File: config.mk
export PLATFORM = sky130hd
export DESIGN_NAME = branch_target_predictor
export DESIGN_NICKNAME = d
export VERILOG_FILES = /design/src/rtl/branch_target_predictor.sv
export SDC_FILE = /design/constraint.sdc
export NUM_CORES = 2
export LEC_CHECK = 0
export CAP_MARGIN = 5
export CORE_MARGIN = 2
export CORE_UTILIZATION = 60
export DETAILED_ROUTE_END_ITERATION = 7
export PLACE_DENSITY = 0.85
export SETUP_SLACK_MARGIN = 0.5
export SYNTH_ARGS = -nofsm -noshare
export SYNTH_HDL_FRONTEND = slang
export SYNTH_SLANG_ARGS = --single-unit
File: constraint.sdc
create_clock -name iClk -period 43.4 [get_ports iClk]
set_clock_uncertainty 0.05 [all_clocks]
set_input_delay 13.02 -clock iClk [delete_from_list [all_inputs] [get_ports iClk]]
set_output_delay 13.02 -clock iClk [all_outputs]
set_load 0.005 [all_outputs]
File: src/rtl/branch_target_predictor.sv
// rtl/branch_target_predictor.sv - direct-mapped BTB with 2-bit direction counters and mispredict redirect
// Optional BTB_STATS_EN adds saturating lookup/hit/mispredict counters.
module branch_target_predictor #(
  parameter int ENTRIES = 16
) (
  input  logic        iClk,
  input  logic        iRst,
  input  logic [31:0] iFetchPC,
  input  logic        iFetchValid,
  output logic        oPredTaken,
  output logic [31:0] oPredTarget,
  input  logic        iResValid,
  input  logic [31:0] iResPC,
  input  logic        iResTaken,
  input  logic [31:0] iResTarget,
  input  logic        iResPredTaken,
  input  logic [31:0] iResPredTarget,
  output logic        oMispredict,
  output logic [31:0] oCorrectPC,
  output logic [31:0] oStatLookups,
  output logic [31:0] oStatHits,
  output logic [31:0] oStatMispredicts
);

  localparam int IDX  = $clog2(ENTRIES);
  localparam int TAGW = 30 - IDX;

  logic [ENTRIES-1:0] valid_q, valid_d;
  logic [TAGW-1:0]    tag_q    [ENTRIES];
  logic [TAGW-1:0]    tag_d    [ENTRIES];
  logic [31:0]        target_q [ENTRIES];
  logic [31:0]        target_d [ENTRIES];
  logic [1:0]         ctr_q    [ENTRIES];
  logic [1:0]         ctr_d    [ENTRIES];

  logic [IDX-1:0]  fetch_idx, res_idx;
  logic [TAGW-1:0] fetch_tag, res_tag;
  logic            fetch_hit, res_hit;

  assign fetch_idx = iFetchPC[IDX+1:2];
  assign fetch_tag = iFetchPC[31:IDX+2];
  assign res_idx   = iResPC[IDX+1:2];
  assign res_tag   = iResPC[31:IDX+2];

  assign fetch_hit = iFetchValid & valid_q[fetch_idx] & (tag_q[fetch_idx] == fetch_tag);
  assign res_hit   = valid_q[res_idx] & (tag_q[res_idx] == res_tag);

  always_comb begin
    oMispredict = 1'b0;
    oCorrectPC  = 32'd0;
    if (iResValid) begin
      oMispredict = (iResPredTaken != iResTaken) |
                    (iResTaken & iResPredTaken & (iResPredTarget != iResTarget));
    end
    if (oMispredict) begin
      oCorrectPC = iResTaken ? iResTarget : (iResPC + 32'd4);
    end
  end

  // The PC register favours the predicted redirect, so suppress it under a mispredict.
  assign oPredTaken  = fetch_hit & ctr_q[fetch_idx][1] & ~oMispredict;
  assign oPredTarget = fetch_hit ? target_q[fetch_idx] : 32'd0;

  always_comb begin
    valid_d  = valid_q;
    tag_d    = tag_q;
    target_d = target_q;
    ctr_d    = ctr_q;
    if (iResValid) begin
      if (res_hit) begin
        if (iResTaken) begin
          target_d[res_idx] = iResTarget;
          if (ctr_q[res_idx] != 2'b11) ctr_d[res_idx] = ctr_q[res_idx] + 2'b01;
        end else if (ctr_q[res_idx] != 2'b00) begin
          ctr_d[res_idx] = ctr_q[res_idx] - 2'b01;
        end
      end else if (iResTaken) begin
        valid_d[res_idx]  = 1'b1;
        tag_d[res_idx]    = res_tag;
        target_d[res_idx] = iResTarget;
        ctr_d[res_idx]    = 2'b10;
      end
    end
  end

  always_ff @(posedge iClk or posedge iRst) begin
    if (iRst) begin
      valid_q <= '0;
      for (int i = 0; i < ENTRIES; i++) begin
        tag_q[i]    <= '0;
        target_q[i] <= 32'd0;
        ctr_q[i]    <= 2'b01;
      end
    end else begin
      valid_q  <= valid_d;
      tag_q    <= tag_d;
      target_q <= target_d;
      ctr_q    <= ctr_d;
    end
  end

`ifdef BTB_STATS_EN
  logic [31:0] lookups_q, lookups_d;
  logic [31:0] hits_q, hits_d;
  logic [31:0] mispred_q, mispred_d;

  always_comb begin
    lookups_d = lookups_q;
    hits_d    = hits_q;
    mispred_d = mispred_q;
    if (iFetchValid && lookups_q != 32'hFFFF_FFFF) lookups_d = lookups_q + 32'd1;
    if (oPredTaken  && hits_q    != 32'hFFFF_FFFF) hits_d    = hits_q + 32'd1;
    if (oMispredict && mispred_q != 32'hFFFF_FFFF) mispred_d = mispred_q + 32'd1;
  end

  always_ff @(posedge iClk or posedge iRst) begin
    if (iRst) begin
      lookups_q <= 32'd0;
      hits_q    <= 32'd0;
      mispred_q <= 32'd0;
    end else begin
      lookups_q <= lookups_d;
      hits_q    <= hits_d;
      mispred_q <= mispred_d;
    end
  end

  assign oStatLookups     = lookups_q;
  assign oStatHits        = hits_q;
  assign oStatMispredicts = mispred_q;
`else
  assign oStatLookups     = 32'd0;
  assign oStatHits        = 32'd0;
  assign oStatMispredicts = 32'd0;
`endif

endmodule

==> impl_results.md <==
* Int Pwr at approximately 0.0019 W
* Max Slew Vio Count at 0
* Pwr/cell area at approximately 46 nW/um^2
* Switching Share at between 20% and 30%
* CTS tree: built
* Maximum vdd drop at 0.0000433 V
* Hpwl dp at 81.7 mm
* CP required at 30.33 ns
* Routed WL at around 140 mm
* Initial DRC count at 3563
* Clock Path Buffers at 3
* Post-CTS Setup Bufs at 0
* Post-Syn Area at 50600 sq um
* Total placed instance area at about 53000 sq um
* Critical path launch point type: input port
* Outcome: finished clean
* RSZ-0062 raised after global routing: false
* Critical Path End Type: primary output
* Tcrit/Tclk final at a little under three quarters
* Clock-pin transition on the worst setup and hold timing paths at approximately 0.060 ns
* Nets@finish at ~3700
* Slowest stage delay, CP at between 0.7 and 0.8 ns
* Post-DRT Antenna Nets at 0
* Final TNS setup at 0 ns
* Global placement routability congestion at between 0.9 and 1
* Worst Hold Class: register to register
* Final Cell Area at about 56000 sq um
* Drt first pass iters at 6
* Worst Path Arrival at around 18 ns
* Number of synthesized flops with an enable pin at 0
* Filler cells at roughly 5400
* Min cycle time layout at a little over 30 ns
* Footprint of the multi-input gates at between 20000 and 25000 sq um
* Sink Count at 976
* Pin count of the biggest net entering global routing at around 180
* LEAKAGE at approximately 24 nW
* CP delay by family, top: buffers and inverters
* Clock Latency Late Sink at about 0.7 ns
* Die area at about 87000 sq um
* Reg area at ~24000 sq um
* Cts hold-fix bufs at 0
* Comb pwr share at around a fifth
* Initial antenna violation count at 14
* NetSw at between 0.0006 and 0.0007 W
* CP max-delay cell: buf_4
* Number of global-route vias before repair at approximately 33000
* Syn Area/Cell at roughly 14 sq um
* Worst-Margin Slew at roughly 1.3 ns
* Final Setup Violations at 0
* Total GRT Usage at between 30% and 40%
* Core area at between 80000 and 90000 sq um
* Ports at 296
* Syn. warnings at 0
* Clock Tree Root: clkbuf_16
* Part of the power in registers at around 47%
* Post-Syn Instances at between 3000 and 4000
* Die Wd at 295 um
* Pre-CTS setup slack at 12.53 ns
* Total gr overflow at 0
* Max-slew headroom at 12.3%
* Final core occ at a little under 70%
* Site Rows at ~110
* Vias at roughly 32000
* Share of layout cells above drive strength 1 at between 40 and 50%
* Final-report hold violation count at 0
* Post-synth ARST share at between 90% and 100%
* Top_reg_cell synth: dfrtp_1
* Wire per inst at between 20 and 30 um
* H-Tree Level Count at 3
* Worst Setup Path Type: input port to primary output
* Vias/cell at roughly 6.8
* Area grow syn2layout at 11.1%
* WP buf/inv at 4
* Port Buf Inserts at 197
* Starting density of the core at between 60% and 70%
* Top achievable clock speed at approximately 0.032 GHz
* Drt drc at 0
* CTS resizes at 0
* Final Hold Slack at between 0.4 and 0.5 ns
* Max-cap check violation count at 0
* Global-route wire length before repair at between 200 and 250 mm
* FF+latch count, synth at between 900 and 1000
* Worst Setup Slack, final at around 12 ns
* Yosys cell types at 74
* CP max FO at a little under 60
* Worst-path cell chain: clkbuf_8, buf_4, mux4_2, mux4_2, xnor2_1, nand4_1, nor3_1, nand4_1, buf_4, nor2b_1, clkdlybuf4s50_1
* Die Y-Extent at just under 300 um
* Sequential area share after synthesis at a little under 50%
* Cts bufs inserted at 99
* Clk pwr share at around a third
## layout make-up
class	instances	area share [%]
tap	1080	2.40
sequential	976	43.4
multi-input combinational	2180	43.5
clock buffer	149	5.22
inverter	15	0.113
antenna	4	0.0178
clock inverter	31	0.738
timing repair buffer	273	4.60
## cell usage in the layout, fill, tap and decap left out, types with 72 or more instances in the layout
master / netlist / layout
clkdlybuf4s50_1: 0 / 188
nor2_1: 104 / 91
mux2_2: 901 / 901
conb_1: 1 / 96
dfrtp_1: 960 / 960
mux4_2: 386 / 386
buf_4: 118 / 74
clkbuf_16: 0 / 100
nand2_1: 120 / 109
xnor2_1: 72 / 72
o21ai_0: 87 / 87
## power groups by stage
stage | combinational [W] | sequential (W) | clock [W]
6_report | 0.000506 | 0.00120 | 0.000872
5_1_grt | 0.000538 | 0.00121 | 0.000920
4_1_cts | 0.000504 | 0.00119 | 0.000878
3_5_place_dp | 0.000499 | 0.00120 | 0
3_3_place_gp | 0.000483 | 0.00119 | 0
2_1_floorplan | 0.000398 | 0.00117 | 0
## per-stage QoR
stage          power, W  instances
6_report        0.00257       4708
3_3_place_gp    0.00167       4524
2_1_floorplan   0.00157       3614
3_5_place_dp    0.00170       4524
5_1_grt         0.00267       4707
4_1_cts         0.00257       4704
## state kept, by name (all words and copies together), names as in the netlist
name and count:
valid_q 16, ctr_q 32, target_q 512, tag_q 416
## cells in the mapped netlist (all sizes together) (4+ instances only)
cell    count  share of area [%]
dfrtp     960                 47
mux2      904                 20
mux4      388                 17
clkbuf    226                1.7
buf       217                2.6
nand2     124               0.94
nor2      104               0.77
o21ai      88               0.87
xnor2      73                1.3
mux2i      65                1.3
nor2b      46               0.57
xor2       38               0.66
a21oi      35               0.35
nand4      25               0.31
nand2b     24               0.30
nand3      21               0.21
dfstp      16               0.83
o22ai      15               0.19
a22oi      13               0.27
inv        12              0.089
nor4       11               0.17
nor3       10              0.099
a221oi      9               0.16
a22o        7               0.12
and3        7              0.086
ha          7               0.17
a211oi      5              0.074
or2         5              0.067
or3         5              0.062
nand3b      4              0.059
nand4b      4              0.094
o32ai       4              0.069
## final timing paths
check / from / endpoint / slack [ns] / cells after the start
max in group asynchronous: iRst / target_q[376]$_DFFE_PP0P_ / 26.80 / 6
min reg2reg: valid_q[6]$_DFFE_PP0P_ / valid_q[6]$_DFFE_PP0P_ / 0.45 / 1
min in group asynchronous: iRst / tag_q[355]$_DFFE_PP0P_ / 12.86 / 2
max: iFetchPC[3] / oPredTarget[21] / 12.47 / 11
max reg2reg: tag_q[336]$_DFFE_PP0P_ / tag_q[277]$_DFFE_PP0P_ / 38.20 / 9
min: valid_q[6]$_DFFE_PP0P_ / valid_q[6]$_DFFE_PP0P_ / 0.45 / 1
## layer usage
layer,up-vias,track usage (%),wire length [um]
met5,-,0,124
met4,20,14.0,6020
met3,398,8.86,15100
met2,1822,50.3,65100
met1,17088,44.0,52400
li1,12912,-,-
## worst reg2reg max path, delay by kind of cell (launching register included)
family	cells	cell delay, ns
xor+xnor	1	0.23
buf+inv	1	0.07
flops	1	0.40
mux	3	1.47
simple gates	4	2.81
## cells by family after synthesis
kind of cell             count (synthesis)  share of synthesized area (%)
adder cells (fa/ha/maj)                  7                          0.173
AND/OR/NAND/NOR                        399                           3.87
XOR/XNOR                               111                           1.93
multiplexers                          1357                           38.7
other                                    1                        0.00741
flip-flops                             976                           48.3
buffers and inverters                  458                           4.42
AO/OA/AOI/OAI                          210                           2.66
Note: power is estimated with default switching activity, not from simulation.
